<file path="src/rtl/xcorr_stream.sv">
// xcorr_stream: frame-based streaming cross-correlator.
//
// Accepts one pair of N-sample windows per in_valid/in_ready handshake and
// evaluates all 2N-1 lags, one lag per cycle, adding each lag sum into its
// own accumulator. After INT_FRAMES frames have been integrated, the
// accumulators are streamed out in lag order 0..2N-2 on a valid/ready
// interface and then cleared for the next integration.
//
// Lag k has offset d = k-(N-1):
//   acc[k] += sum_{y=0..N-1-|d|} in1[y+max(0,d)] * in2[y+max(0,-d)]
//
// Ports:
//   clk        single clock, rising edge
//   rst        synchronous, active-high reset
//   in_valid   input frame valid
//   in_ready   block can accept a frame (only in IDLE)
//   in1, in2   sample windows, sample j at bits [j*DW +: DW], unsigned
//   out_valid  lag result valid
//   out_ready  sink accepts the result
//   out_data   accumulated correlation for lag out_lag
//   out_lag    lag index 0..2N-2
//   out_last   high together with lag 2N-2
//   ovf        sticky overflow flag
//
// Build option:
//   XCORR_SAT_EN  defined: accumulator updates saturate at 2^OUT_W-1 and any
//                 saturating update sets ovf until rst.
//                 undefined: accumulators wrap modulo 2^OUT_W, ovf is 0.

module xcorr_stream #(
    parameter int unsigned N          = 3,
    parameter int unsigned DW         = 1,
    parameter int unsigned OUT_W      = 8,
    parameter int unsigned INT_FRAMES = 1,
    localparam int unsigned LAG_W     = $clog2(2 * N - 1)
) (
    input  logic                clk,
    input  logic                rst,
    input  logic                in_valid,
    output logic                in_ready,
    input  logic [N*DW-1:0]     in1,
    input  logic [N*DW-1:0]     in2,
    output logic                out_valid,
    input  logic                out_ready,
    output logic [OUT_W-1:0]    out_data,
    output logic [LAG_W-1:0]    out_lag,
    output logic                out_last,
    output logic                ovf
);

    localparam int unsigned NUM_LAGS = 2 * N - 1;
    // Full-precision lag sum: up to N products of 2*DW bits each.
    localparam int unsigned SUM_W    = 2 * DW + $clog2(N + 1);
    // One spare bit so the accumulator update never loses its carry.
    localparam int unsigned ADD_W    = ((OUT_W > SUM_W) ? OUT_W : SUM_W) + 1;
    localparam int unsigned FRM_W    = (INT_FRAMES > 1) ? $clog2(INT_FRAMES) : 1;
    localparam int unsigned IDX_W    = $clog2(N);

    localparam logic [LAG_W-1:0] LAST_LAG = LAG_W'(NUM_LAGS - 1);
    localparam logic [FRM_W-1:0] LAST_FRM = FRM_W'(INT_FRAMES - 1);
    localparam logic [OUT_W-1:0] MAX_ACC  = '1;

    typedef enum logic [1:0] {
        StIdle,
        StCompute,
        StDump
    } state_e;

    state_e            state_q, state_d;
    logic [LAG_W-1:0]  lag_q, lag_d;
    logic [FRM_W-1:0]  frame_q, frame_d;
    logic [N*DW-1:0]   win_a_q, win_a_d;
    logic [N*DW-1:0]   win_b_q, win_b_d;
    logic [OUT_W-1:0]  acc_q [NUM_LAGS];
    logic [OUT_W-1:0]  acc_d [NUM_LAGS];

    // Unpacked views of the registered windows.
    logic [DW-1:0]     a_s [N];
    logic [DW-1:0]     b_s [N];

    logic [SUM_W-1:0]  lag_sum [NUM_LAGS];
    logic [2*DW-1:0]   prod;
    logic [SUM_W-1:0]  cur_sum;
    logic [ADD_W-1:0]  sum_ext;
    logic [OUT_W-1:0]  acc_new;

`ifdef XCORR_SAT_EN
    logic              ovf_q, ovf_d;
    logic              sat_hit;
`endif

    always_comb begin
        for (int unsigned j = 0; j < N; j++) begin
            a_s[j] = win_a_q[j*DW +: DW];
            b_s[j] = win_b_q[j*DW +: DW];
        end
    end

    // All lag sums from the registered windows; the current lag picks one.
    always_comb begin
        int unsigned ia;
        int unsigned ib;
        prod = '0;
        ia   = 0;
        ib   = 0;
        for (int unsigned k = 0; k < NUM_LAGS; k++) begin
            lag_sum[k] = '0;
            for (int unsigned y = 0; y < N; y++) begin
                // Positive offsets shift window A, negative offsets shift window B.
                ia = (k >= N - 1) ? (y + k - (N - 1)) : y;
                ib = (k >= N - 1) ? y : (y + (N - 1) - k);
                if (ia < N && ib < N) begin
                    prod       = (2*DW)'(a_s[IDX_W'(ia)]) * (2*DW)'(b_s[IDX_W'(ib)]);
                    lag_sum[k] = lag_sum[k] + SUM_W'(prod);
                end
            end
        end
    end

    always_comb begin
        cur_sum = lag_sum[lag_q];
        sum_ext = ADD_W'(acc_q[lag_q]) + ADD_W'(cur_sum);
`ifdef XCORR_SAT_EN
        sat_hit = (sum_ext > ADD_W'(MAX_ACC));
        acc_new = sat_hit ? MAX_ACC : sum_ext[OUT_W-1:0];
`else
        acc_new = sum_ext[OUT_W-1:0];
`endif
    end

    always_comb begin
        state_d   = state_q;
        lag_d     = lag_q;
        frame_d   = frame_q;
        win_a_d   = win_a_q;
        win_b_d   = win_b_q;
        acc_d     = acc_q;
`ifdef XCORR_SAT_EN
        ovf_d     = ovf_q;
`endif
        in_ready  = 1'b0;
        out_valid = 1'b0;

        unique case (state_q)
            StIdle: begin
                in_ready = 1'b1;
                if (in_valid) begin
                    win_a_d = in1;
                    win_b_d = in2;
                    lag_d   = '0;
                    state_d = StCompute;
                end
            end

            StCompute: begin
                acc_d[lag_q] = acc_new;
`ifdef XCORR_SAT_EN
                ovf_d = ovf_q | sat_hit;
`endif
                if (lag_q == LAST_LAG) begin
                    lag_d = '0;
                    if (frame_q == LAST_FRM) begin
                        state_d = StDump;
                    end else begin
                        frame_d = frame_q + 1'b1;
                        state_d = StIdle;
                    end
                end else begin
                    lag_d = lag_q + 1'b1;
                end
            end

            StDump: begin
                out_valid = 1'b1;
                if (out_ready) begin
                    if (lag_q == LAST_LAG) begin
                        for (int unsigned k = 0; k < NUM_LAGS; k++) begin
                            acc_d[k] = '0;
                        end
                        frame_d = '0;
                        lag_d   = '0;
                        state_d = StIdle;
                    end else begin
                        lag_d = lag_q + 1'b1;
                    end
                end
            end

            default: begin
                state_d = StIdle;
            end
        endcase
    end

    always_ff @(posedge clk) begin
        if (rst) begin
            state_q <= StIdle;
            lag_q   <= '0;
            frame_q <= '0;
            win_a_q <= '0;
            win_b_q <= '0;
            for (int unsigned k = 0; k < NUM_LAGS; k++) begin
                acc_q[k] <= '0;
            end
`ifdef XCORR_SAT_EN
            ovf_q   <= 1'b0;
`endif
        end else begin
            state_q <= state_d;
            lag_q   <= lag_d;
            frame_q <= frame_d;
            win_a_q <= win_a_d;
            win_b_q <= win_b_d;
            for (int unsigned k = 0; k < NUM_LAGS; k++) begin
                acc_q[k] <= acc_d[k];
            end
`ifdef XCORR_SAT_EN
            ovf_q   <= ovf_d;
`endif
        end
    end

    // Data/lag come straight from registers, so they hold under backpressure.
    assign out_data = acc_q[lag_q];
    assign out_lag  = lag_q;
    assign out_last = (state_q == StDump) && (lag_q == LAST_LAG);

`ifdef XCORR_SAT_EN
    assign ovf = ovf_q;
`else
    assign ovf = 1'b0;
`endif

endmodule

</file>
<file path="config.mk">
export PLATFORM = sky130hd
export DESIGN_NAME = xcorr_stream
export DESIGN_NICKNAME = d
export VERILOG_FILES = /design/src/rtl/xcorr_stream.sv
export SDC_FILE = /design/constraint.sdc
export NUM_CORES = 1
export LEC_CHECK = 0
export ABC_AREA = 1
export BUFFER_PORTS_ARGS = -buffer_cell sky130_fd_sc_hd__buf_4
export CAP_MARGIN = 20
export CORE_MARGIN = 3
export CORE_UTILIZATION = 40
export DETAILED_ROUTE_END_ITERATION = 16
export PLACE_DENSITY = 0.56
export RECOVER_POWER = 50
export SETUP_SLACK_MARGIN = 0.1
export SLEW_MARGIN = 30
export SYNTH_ARGS = -nofsm -noshare
export SYNTH_HDL_FRONTEND = slang
export SYNTH_SLANG_ARGS = --single-unit
</file>
<file path="constraint.sdc">
create_clock -name clk -period 4.4 [get_ports clk]
set_input_delay 0.44 -clock clk [delete_from_list [all_inputs] [get_ports clk]]
set_output_delay 0.44 -clock clk [all_outputs]
set_load 0.02 [all_outputs]
</file>
### Word-level counts from Yosys, hierarchy flattened

Index checks and enable logic that the tools add are counted.
W data, S select, Z words.

* flip-flop bits (word level): 52
* bits of input ports: 10
* output and inout bits: 15
* logic and storage cells: 75

* add/sub/neg operators: 7
* multipliers: 9
* order comparisons: 2
* equal/unequal tests: 7
* multiplexer cells: 29
* bitwise logic cells: 1
* reductions and logical operators: 10

Operators with widths (count)
* $mux W40: 2
* $pmux W40 S2: 1
* $bwmux W40: 1
* $bmux W8 S3: 1
* $demux W8 S3: 1
* $mux W8: 3
* $mul A1 B1 Y2: 9
* $bmux W4 S3: 1
* $mux W2: 5
* $add A2 B2 Y3: 3
* $mux W3: 3
* $pmux W3 S3: 1
* $add A8 B4 Y8: 1
* $mux W4: 2
* $reduce_and A4 Y1: 2
* $mux W1: 6
* $ne A2 B2 Y1 const B: 3
* $pmux W2 S3: 1
* $reduce_and A3 Y1: 2
* $add A3 B2 Y4: 1
* $ge A4 B4 Y1 const B: 1
* $lt A4 B1 Y1 const B: 1
* $not A3 Y4: 1
* $add A3 B1 Y3 const B: 1
* other kinds (11): 12

### Logic depth before layout (Yosys ltp)

* depth in word-level cells: 9
* gate-level depth with buffers: 18
* gate-level depth less buffers: 17

### Worst setup path after synthesis

OpenSTA, ideal clock, no wires.

* kind: register -> register
* start: reg lag_q[0], in the netlist out_lag[0]
* end: reg acc_q[5] in the netlist's numbering
* setup time: 0.132 ns
* arrival time: 3.492 ns
* data required time: 4.268 ns
* path slack: 0.776 ns
* cell stages (with the launch flop): 15
* path buffers: 1
* clock period less this slack: 3.624 ns
* cells stage by stage: dfxtp_1 > inv_2 > buf_2 > nand2_1 > o22ai_1 > a2111oi_0 > ha_1 > a21oi_1 > nor2_4 > nand2_1 > nand2_1 > nand2_1 > inv_2 > nand2_1 > a21oi_1

* word-level cells in the longest chain between the ends: 7
* elaborated cells on any way between the ends: 18
* those cells by class: 1 x add/sub; 2 x order compare; 2 x eq/ne; 10 x mux; 1 x bitwise; 2 x reduce/logical

Ends and longest elaborated chain
* from (decl): line 70 `logic [LAG_W-1:0] lag_q, lag_d;`
* from (signal assigned): line 210 `lag_q <= lag_d;`
* $not A3 Y4
* $bmux W8 S3
* $mux W8 (2 in a row)
* via out_data[1]: line 45 `output logic [OUT_W-1:0] out_data,`
* $add A8 B4 Y8: line 122 `sum_ext = ADD_W'(acc_q[lag_q]) + ADD_W'(cur_sum);`
* $bwmux W40: line 156 `acc_d[lag_q] = acc_new;`
* $pmux W40 S2: line 144 `unique case (state_q)`
* to (signal, indexed assignment): line 215 `acc_q[k] <= acc_d[k];`
* to (decl): line 74 `logic [OUT_W-1:0] acc_q [NUM_LAGS];`

The timed path passes the listed nets, and every way through them passes these cells. The select of a mux whose other input is x is not followed.
A chain may end at the register's enable or synchronous reset.

### Worst setup path after layout

* start: reg lag_q[0], in the netlist out_lag[0]
* end: reg acc_q[18] in the netlist's numbering

* word-level cells in the longest chain between the ends: 7
* elaborated cells on any way between the ends: 18
* those cells by class: 1 x add/sub; 2 x order compare; 2 x eq/ne; 10 x mux; 1 x bitwise; 2 x reduce/logical

Ends and longest elaborated chain (line)
* $not A3 Y4 (not written as such): 121, 122, 156
* $bmux W8 S3 (tied with other cells): 122
* $mux W8 (not written as such) (tied with other cells) (2 in a row): 122
* $add A8 B4 Y8 or $demux W8 S3 (tied branches): 122, 156
* $bwmux W40: 156
* $pmux W40 S2: 144

Parallel ways exist; a longest one is shown, timed or not. The select of a mux whose other input is x is not followed.

==> metrics.txt <==
sequential cell area fraction in the yosys report=between 30 and 40%; Rel. slew slack=between 40% and 50%; Lkg Pwr=1.22 nW; fraction of layout cells with a size suffix above 1=9.09%; design area=~0.003 mm^2; Post-CTS Setup Repair Bufs=0; Max Transition Viols Final=0; Cell Rows=29; ANT nets after route=0; setup TNS=0 ns; Worst Tran Pin Value=~0.76 ns; Yosys top cell by area=dfxtp_1; Final Hold Vio Count=0; placer's final routability congestion estimate=about 0.85; die area=about 0.0078 mm^2; Num CTS Buffers=5; drt total wl=between 7000 and 8000 um; flops & latches, synth=51; routed length per instance=15.4 um; Cell variety after synth=28; Switch Pwr=between 0.7 and 0.8 mW; Die Y=88.1 um; TritonRoute pass-1 iters=4; outcome=complete, no violations; layout filler cell count=approximately 710; fin crit share=77.6%; slowest CP cell=dfxtp_1; min Tclk post-route=between 3 and 4 ns; Placed Cells=just under 500; crit-path max FO=16; total number of vias=around 2600; root buffer cell=clkbuf_8; crit path DAT=3.66 ns; min-delay worst type=input pin to flip-flop; Seq pwr share=between 30% and 40%; WS Path Type=flip-flop to flip-flop; vias in the first global route=between 2000 and 2500; Yosys Warn Count=0; Area growth syn-to-layout=9.80%; Reg clk slew, reported paths=~0.09 ns; post-synth net total=418; Final nets=about 440; Antenna Cells=0; IO buf count=23; first-pass GRT wire length=roughly 13000 um; largest cells by area after synthesis=dfxtp_1 (38%), nand2_1 (16%), a21oi_1 (8.7%), nand3_1 (6.5%), nor2_1 (4.9%); # Max-Cap Violations=0; clk sinks=51; RSZ-0062 raised after global routing=false; Critical Path RT=between 4 and 5 ns; # IOs=25; dpl hpwl=approximately 5500 um; Max clock buf depth=2; Setup Skew=between 0.006 and 0.007 ns; H-tree levels=2; Non-Filler Instances=slightly below 500; Final setup violation count=0; critical-path cell list=inv_1, nand3_1, inv_1, nand2_1, nand2_1, a21oi_1, nand3_1, ha_1, fa_1, inv_1, nor2_4, nor2_1, nand2_1, a21oi_1; pin count of the biggest net entering global routing=39; clk_lat worst skew=~0.31 ns; number of synthesized flops with an enable pin=0; post-CTS sizing=0; TritonCTS clock tree=done; grt ovf=0; DRC=0; initial antenna violation count=0; Worst VDD drop=~0.00025 V; Post-Syn Area=0.00269 mm^2; Logic pwr share=roughly 44%; clock power share=between 10% and 20%; P_int=~0.8 mW; vias per cell=just over 5; cell area after placement=0.00292 mm^2; Peak Freq=a little under 300 MHz; WHS=roughly 0.37 ns; post-cts hold buffer count=0; GRT Util Overall=21.3%; Critical Path End Type=flip-flop; Cells after Synth=between 300 and 400; Post-synth ARST share=0%; CP startpoint kind=flip-flop; CORE AREA=between 0.006 and 0.007 mm^2; reg2reg path depth=14; effective utilization at floorplan=a little over two fifths; Worst Hold Depth=3; CP max stage delay=approximately 0.73 ns; mean post-synth cell area=6.80 um^2; top cell type's share of synthesized area=37.9%; pwr dens=517 mW/mm^2; DRT iter0 DRCs=approximately 200; switch share=47.2%; die width=around 88 um; ys flop type=dfxtp_1
==> cell families after synthesis <==
logic type,synth area share [%]
xor+xnor,0.604
compound gates,14.3
buf+inv,8.13
flops,37.9
fa+ha+maj,6.13
other cells,0.139
simple gates,32.8
==> critical path: cells and delay by family (launching register included) <==
family                   cells  cell delay, ns
AND/OR/NAND/NOR              7            1.09
flip-flops                   1            0.73
adder cells (fa/ha/maj)      2            0.66
buffers and inverters        3            0.62
AO/OA/AOI/OAI                2            0.25
==> state kept, by name (all words and copies together) (netlist names) <==
register  cells
acc_q        40
out_lag       3
win_a_q       3
win_b_q       3
state_q       2
==> per-stage QoR <==
step | worst slack [ns] | util (%) | total power, mW
2_1_floorplan | 0.776 | - | 1.07
3_3_place_gp | 1.34 | 45.5 | 1.31
3_5_place_dp | 1.19 | 45.5 | 1.32
4_1_cts | 1.17 | 46.8 | 1.58
5_1_grt | 0.654 | 46.1 | 1.65
6_report | 0.984 | 46.1 | 1.53
==> power by group through the flow <==
stage               sequential (mW)  clock, mW  combinational (mW)
floorplan                     0.568          0               0.498
global placement              0.593          0               0.720
detailed placement            0.598          0               0.719
CTS                           0.586      0.274               0.721
global route                  0.596      0.297               0.754
finish                        0.585      0.269               0.676
==> cell usage in the layout, fill, tap and decap left out <==
| master | synthesis | final |
|---|---|---|
| a2111oi_0 | 1 | 1 |
| a211oi_1 | 2 | 2 |
| a21oi_1 | 47 | 47 |
| a22oi_1 | 1 | 1 |
| a31oi_1 | 1 | 1 |
| buf_4 | 2 | 15 |
| clkbuf_1 | 5 | 12 |
| clkbuf_8 | 0 | 5 |
| clkinv_2 | 0 | 1 |
| conb_1 | 1 | 1 |
| dfxtp_1 | 51 | 51 |
| fa_1 | 2 | 2 |
| ha_1 | 10 | 10 |
| inv_1 | 29 | 35 |
| inv_2 | 15 | 9 |
| nand2_1 | 113 | 113 |
| nand3_1 | 35 | 35 |
| nand3_2 | 1 | 1 |
| nand4_1 | 11 | 11 |
| nor2_1 | 35 | 37 |
| nor2_2 | 4 | 3 |
| nor2_4 | 4 | 3 |
| nor3_1 | 1 | 1 |
| o2111a_1 | 1 | 1 |
| o211ai_1 | 1 | 1 |
| o21ai_0 | 9 | 9 |
| o21ai_1 | 7 | 7 |
| o22ai_1 | 2 | 2 |
| xor2_2 | 1 | 1 |
==> synthesized netlist by cell type, types with 2 or more instances <==
master,number
o21ai_1,7
fa_1,2
a211oi_1,2
buf_4,2
nand3_1,35
buf_2,4
ha_1,10
nand4_1,11
inv_2,15
dfxtp_1,51
nor2_1,35
a21oi_1,47
inv_1,29
clkbuf_1,5
o22ai_1,2
nand2_1,113
nor2_4,4
nor2_2,4
o21ai_0,9
==> layout make-up <==
| type | count | area (um^2) | share of cell area, % |
|---|---|---|---|
| Timing Repair Buffer | 25 | 150 | 5.08 |
| Tap cell | 77 | 96.3 | 3.26 |
| Multi-Input combinational cell | 290 | 1440 | 48.8 |
| Clock buffer | 7 | 76.3 | 2.58 |
| Clock inverter | 1 | 5.00 | 0.169 |
| Sequential cell | 51 | 1020 | 34.5 |
| Inverter | 44 | 165 | 5.58 |
==> routing by layer <==
layer / share of wire [%] / track usage (%) / routed length (um) / vias up
met5: 0 / 0 / 0 / -
met3: 5.2 / 3.57 / 396 / 11
met1: 49 / 31.1 / 3750 / 1178
li1: - / - / - / 1329
met2: 44 / 32.4 / 3350 / 54
met4: 1.7 / 5.63 / 132 / 0
==> final timing paths <==
check | from | endpoint | slack (ns)
max | out_lag[0] | acc_q[18] | 0.98
max reg2reg | out_lag[0] | acc_q[18] | 0.98
min | in1[1] | win_a_q[1] | 0.37
min reg2reg | acc_q[35] | acc_q[35] | 0.47
Note: power is estimated with default switching activity, not from simulation.
